==> src/rtl/gp9001_pkg.sv <==
// +----------------------------------------------------------------------+
// | gp9001_pkg: shared types and priority decode for the GP9001 host IF   |
// | Revision: 1.0                                                        |
// +----------------------------------------------------------------------+
`default_nettype none

package gp9001_pkg;

  localparam int GP9001_REG_W = 8;

  typedef enum logic [1:0] {
    IDLE    = 2'd0,
    RAMWAIT = 2'd1,
    RDWAIT  = 2'd2,
    DONE    = 2'd3
  } state_t;

  typedef enum logic [2:0] {
    OP_NONE = 3'd0,
    OP_PTR  = 3'd1,
    OP_SEL  = 3'd2,
    OP_WREG = 3'd3,
    OP_WRAM = 3'd4,
    OP_RD   = 3'd5
  } op_t;

  // Both read flavours collapse to OP_RD: the hardware treats them identically.
  function automatic op_t prio_op(input logic set_ptr, input logic sel_reg,
                                  input logic wr_reg, input logic wr_ram,
                                  input logic rd_h, input logic rd_l);
    op_t op;
    op = OP_NONE;
    if (set_ptr)            op = OP_PTR;
    else if (sel_reg)       op = OP_SEL;
    else if (wr_reg)        op = OP_WREG;
    else if (wr_ram)        op = OP_WRAM;
    else if (rd_h || rd_l)  op = OP_RD;
    return op;
  endfunction

endpackage

`default_nettype wire

==> src/rtl/gp9001_host_if.sv <==
// +----------------------------------------------------------------------+
// | gp9001_host_if: 68k command responder driving VRAM host port / regs   |
// | Revision: 1.0                                                        |
// +----------------------------------------------------------------------+
`default_nettype none

module gp9001_host_if
  import gp9001_pkg::*;
#(
  parameter int AW    = 14,
  parameter int RDLAT = 1
) (
  input  logic                    CLK96,
  input  logic                    RESET96n,
  input  logic                    OP_SELECT_REG,
  input  logic                    OP_WRITE_REG,
  input  logic                    OP_WRITE_RAM,
  input  logic                    OP_READ_RAM_H,
  input  logic                    OP_READ_RAM_L,
  input  logic                    OP_SET_RAM_PTR,
  input  logic [15:0]             DIN,
  output logic                    ACK,
  output logic [15:0]             DOUT,
  output logic [AW-1:0]           VRAM_ADDR,
  output logic [15:0]             VRAM_DIN,
  output logic                    VRAM_WE,
  output logic                    VRAM_RD,
  input  logic [15:0]             VRAM_Q,
  input  logic                    VRAM_GNT,
  output logic                    REG_WE,
  output logic [GP9001_REG_W-1:0] REG_ADDR,
  output logic [15:0]             REG_DATA,
  output logic [AW-1:0]           RAM_PTR
);

  state_t     state;
  op_t        req_op;
  logic       any_op;
  logic       ram_wr;
  logic [1:0] rd_cnt;

  assign req_op = prio_op(OP_SET_RAM_PTR, OP_SELECT_REG, OP_WRITE_REG,
                          OP_WRITE_RAM, OP_READ_RAM_H, OP_READ_RAM_L);
  assign any_op = OP_SET_RAM_PTR | OP_SELECT_REG | OP_WRITE_REG |
                  OP_WRITE_RAM | OP_READ_RAM_H | OP_READ_RAM_L;

  always_ff @(posedge CLK96 or negedge RESET96n) begin
    if (!RESET96n) begin
      state     <= IDLE;
      ram_wr    <= 1'b0;
      rd_cnt    <= 2'd0;
      ACK       <= 1'b0;
      DOUT      <= 16'h0000;
      VRAM_ADDR <= '0;
      VRAM_DIN  <= 16'h0000;
      VRAM_WE   <= 1'b0;
      VRAM_RD   <= 1'b0;
      REG_WE    <= 1'b0;
      REG_ADDR  <= '0;
      REG_DATA  <= 16'h0000;
      RAM_PTR   <= '0;
    end else begin
      VRAM_WE <= 1'b0;
      VRAM_RD <= 1'b0;
      REG_WE  <= 1'b0;
      case (state)
        IDLE: begin
          case (req_op)
            OP_PTR: begin
              RAM_PTR <= DIN[AW-1:0];
              state   <= DONE;
            end
            OP_SEL: begin
              REG_ADDR <= DIN[GP9001_REG_W-1:0];
              state    <= DONE;
            end
            OP_WREG: begin
              REG_DATA <= DIN;
              REG_WE   <= 1'b1;
              state    <= DONE;
            end
            OP_WRAM: begin
              ram_wr <= 1'b1;
              state  <= RAMWAIT;
            end
            OP_RD: begin
              ram_wr <= 1'b0;
              state  <= RAMWAIT;
            end
            default: state <= IDLE;
          endcase
        end
        // Grant is only consulted here; once a read is issued it runs to completion.
        RAMWAIT: begin
          if (VRAM_GNT) begin
            VRAM_ADDR <= RAM_PTR;
            if (ram_wr) begin
              VRAM_DIN <= DIN;
              VRAM_WE  <= 1'b1;
              RAM_PTR  <= RAM_PTR + AW'(1);
              state    <= DONE;
            end else begin
              VRAM_RD <= 1'b1;
              rd_cnt  <= 2'd0;
              state   <= RDWAIT;
            end
          end
        end
        RDWAIT: begin
          if (rd_cnt == 2'(RDLAT - 1)) begin
            DOUT    <= VRAM_Q;
            RAM_PTR <= RAM_PTR + AW'(1);
            state   <= DONE;
          end else begin
            rd_cnt <= rd_cnt + 2'd1;
          end
        end
        DONE: begin
          if (any_op) begin
            ACK <= 1'b1;
          end else begin
            ACK   <= 1'b0;
            state <= IDLE;
          end
        end
        default: state <= IDLE;
      endcase
    end
  end

endmodule

`default_nettype wire
==> config.mk <==
export PLATFORM = sky130hd
export DESIGN_NAME = gp9001_host_if
export DESIGN_NICKNAME = d
export VERILOG_FILES = /design/src/rtl/gp9001_pkg.sv /design/src/rtl/gp9001_host_if.sv
export SDC_FILE = /design/constraint.sdc
export NUM_CORES = 1
export LEC_CHECK = 0
export ABC_CLOCK_PERIOD_IN_PS = 2000
export BUFFER_PORTS_ARGS = -buffer_cell sky130_fd_sc_hd__buf_2
export CELL_PAD_IN_SITES_DETAIL_PLACEMENT = 1
export CELL_PAD_IN_SITES_GLOBAL_PLACEMENT = 2
export CORE_MARGIN = 1.5
export CORE_UTILIZATION = 26
export DETAILED_ROUTE_END_ITERATION = 16
export GPL_TIMING_DRIVEN = 1
export PLACE_DENSITY = 0.72
export SETUP_SLACK_MARGIN = 0.15
export SYNTH_ARGS = -nofsm -noshare
export SYNTH_HDL_FRONTEND = slang
export SYNTH_SLANG_ARGS = --single-unit
==> constraint.sdc <==
create_clock -name CLK96 -period 2 [get_ports CLK96]
set_input_delay 0.1 -clock CLK96 [delete_from_list [all_inputs] [get_ports CLK96]]
set_output_delay 0.1 -clock CLK96 [all_outputs]
set_load 0.02 [all_outputs]
==> results.md <==
* Buffers on Ports at 128
* Commonest non-fill, non-tap cell in the layout: buf_2
* Worst path slowest cell: dfrtp_1
* Num CTS Buffers at 9
* CP Class: register to register
* Initial DRC Count at 109
* Footprint of the multi-input gates at 1752 sq um
* Worst-path clk slew at 0.07 ns
* P&R area growth vs syn at 40.17%
* Endpoints failing hold at 0
* Slew headroom at 66.22%
* Avg Inst Size Synth at 13.29 sq um
* Maximum vdd drop at 0.0005420 V
* ANT cells at 0
* Remaining antenna violation count after routing at 0
* Setup violations, final at 0
* Max stage delay on crit path at 0.40 ns
* GR Util met3 at 2.786%
* Post-synthesis sequential area ratio at 56.69%
* Largest net degree at the start of global routing at 94
* Worst slew pin tran at 0.5067 ns
* Place WS at -0.01366 ns
* Hold_ws at 0.02298 ns
* GRT overflow at 0
* CTS Buffer Depth at 2
* Worst Setup End Kind: register
* # fillers at 1728
* Cell Area, Synth at 4105 sq um
* Setup TNS at 0 ns
* Post-layout util at 37.57%
* First-pass GRT wire length at 18950 um
* WL final at 12120 um
* Vias in the first global route at 3395
* Die Wd at 128.7 um
* Drt via density at 4.566
* Nets at 529
* Drc violations at 0
* Status: finished, final reports clean
* Startpoint Class: register
* Tmin final at 1.889 ns
* Final Non-Filler Cells at 698
* RSZ-0062 raised after global routing: true
* Crit path required time at 2.24 ns
* GR met2 Demand/Resource at 25.54%
* Slew Viols, Final at 0
* Die ar. at 16550 sq um
* Worst Path Max Fanout at 7
* Top Usage Layer GRT: met2
* Leakage at 2.732 nW
* CP arrival at 2.13 ns
* 1st-pass router iterations at 4
* Cell count after synthesis at 309
* EDFF count, synth at 0
* Vias after detailed routing at 3187
* Height of the die at 128.7 um
* Setup slack after layout at 0.1105 ns
* Worst min-delay path class: input port to register
* Clock skew at 0.009912 ns
* Initial antenna violation count at 0
* Seq cells post-synth at 93
* Core Rows at 45
* CP delay by family, top: simple AND/OR/NAND/NOR gates
* Sequential standard cell area at 2327 sq um
* Max Fclk at 529.2 MHz
* Grt met1 use at 18.68%
* Initial core utilization at 26.81%
* Avg WL per Cell at 17.37 um
* Dpl hpwl at 8171 um
* Total GRT Usage at 15.07%
* Max-cap violations at 0
* I/O pin total at 129
* Tcrit/Tclk final at 94.47%
* H-tree levels at 3
* Yosys warning count at 0
* Placed cells at 645
* Syn Nets at 356
* CTS tree: built
* Layout cell share with drive strength beyond 1 at 55.03%
* Crit-path cells: buf_4 > ha_4 > and2b_2 > nor2_4 > and3_4 > clkbuf_4 > and4_1 > nor3_2
* CP bufs+invs at 2
* Leading cell types in the layout, fill and taps excluded: 127 x buf_2, 93 x dfrtp_1, 60 x mux2_2, 22 x buf_4, 20 x dlygate4sd3_1
* Synth Flop Type: dfrtp_1
* Root Buffer: clkbuf_16
* Async SR Flop Fraction at 100.0%
* Clock insertion delay at the later pin of the skew report at 0.35 ns
* Netlist cell types at 49
* Core area at 15310 sq um
* # clock sinks at 93
* PwrDens at 1869 nW/um^2
* R2r setup slk at 0.11 ns
* Gpl congestion at 0.8043
[final timing paths]
| path | cells after the start | from | end |
|---|---|---|---|
| worst max-delay path | 8 | state[1]$_DFFE_PN0P_ | RAM_PTR[10]$_DFFE_PN0P_ |
| worst min-delay path | 2 | DIN[1] | VRAM_DIN[1]$_DFFE_PN0P_ |
| worst max register to register | 8 | state[1]$_DFFE_PN0P_ | RAM_PTR[10]$_DFFE_PN0P_ |
| worst min register to register | 2 | VRAM_ADDR[10]$_DFFE_PN0P_ | VRAM_ADDR[10]$_DFFE_PN0P_ |
| max in group asynchronous | 3 | RESET96n | DOUT[7]$_DFFE_PN0P_ |
| min in group asynchronous | 3 | RESET96n | REG_ADDR[6]$_DFFE_PN0P_ |
[per-layer routing]
| metal | part of all wire, % | wire length [um] |
|---|---|---|
| met1 | 43 | 5188 |
| met2 | 51 | 6170 |
| met3 | 3.9 | 472 |
| met4 | 2.4 | 293 |
| met5 | 0 | 0 |
[power by group]
part	internal [mW]	total, mW	switching, mW
combinational	2.39	5.45	3.06
sequential	2.78	3.42	0.639
clock	1.13	1.88	0.748
[state kept, by name (all words and copies together), names as in the netlist]
| register | cells |
|---|---|
| VRAM_WE | 1 |
| state | 2 |
| REG_ADDR | 8 |
| rd_cnt | 2 |
| VRAM_RD | 1 |
| RAM_PTR | 14 |
| VRAM_ADDR | 14 |
| REG_DATA | 16 |
| ACK | 1 |
| REG_WE | 1 |
| VRAM_DIN | 16 |
| DOUT | 16 |
| ram_wr | 1 |
[cells by family (layout without fill, tap and decap cells)]
kind of cell,Yosys count,in the layout,share of synthesized area [%]
AO/OA/AOI/OAI,45,45,6.889
AND/OR/NAND/NOR,73,74,11.55
multiplexers,71,71,20.24
buffers and inverters,21,198,2.804
flip-flops,93,93,56.69
adder cells (fa/ha/maj),6,6,1.829
[through the flow]
step	power, mW	instance area (sq um)
floorplan	6.680	4105
global route	11.49	5754
global placement	8.162	5011
detailed placement	8.335	5011
CTS	10.38	5599
finish	10.75	5754
[area by class of cell]
| type | count | share of cell area, % |
|---|---|---|
| clock buffers | 11 | 4.218 |
| clock inverters | 5 | 1.457 |
| inverters | 9 | 0.5871 |
| multi-input cells | 196 | 30.44 |
| flip-flops and latches | 93 | 40.44 |
| well taps | 211 | 4.588 |
| repair buffers | 173 | 18.26 |
[worst register-to-register path: cells and delay by family (launching register included)]
kind	cells	cell delay, ns
flip-flops	1	0.40
adder cells (fa/ha/maj)	1	0.17
AND/OR/NAND/NOR	5	0.89
buffers and inverters	2	0.34
[synthesized netlist by cell type, drive strengths merged (2+ instances only)]
cell type,n,area share [%]
and4,7,1.6
nand2,16,1.5
nor2b,2,0.49
nand2b,5,0.82
nand4,4,0.98
nor4,2,0.46
mux2,69,20
dfrtp,93,57
a21oi,8,0.98
mux2i,2,0.49
o21ai,16,2.0
nor2,14,1.5
a31o,2,0.43
and3,2,0.43
a311oi,2,0.43
or3,3,0.46
inv,9,0.82
ha,6,1.8
o22ai,10,1.5
nor3,5,1.1
nand3,9,1.3
buf,11,1.9
[repair_timing]
action	4_1_cts	5_1_grt
cloned	1	1
hold buffers	20	0
endpoints found under the hold margin	114	0
pin swaps	1	7
setup buffers	3	12
resized for setup	9	11
setup endpoints to repair	47	29
Power figures use the tool's default switching activity.
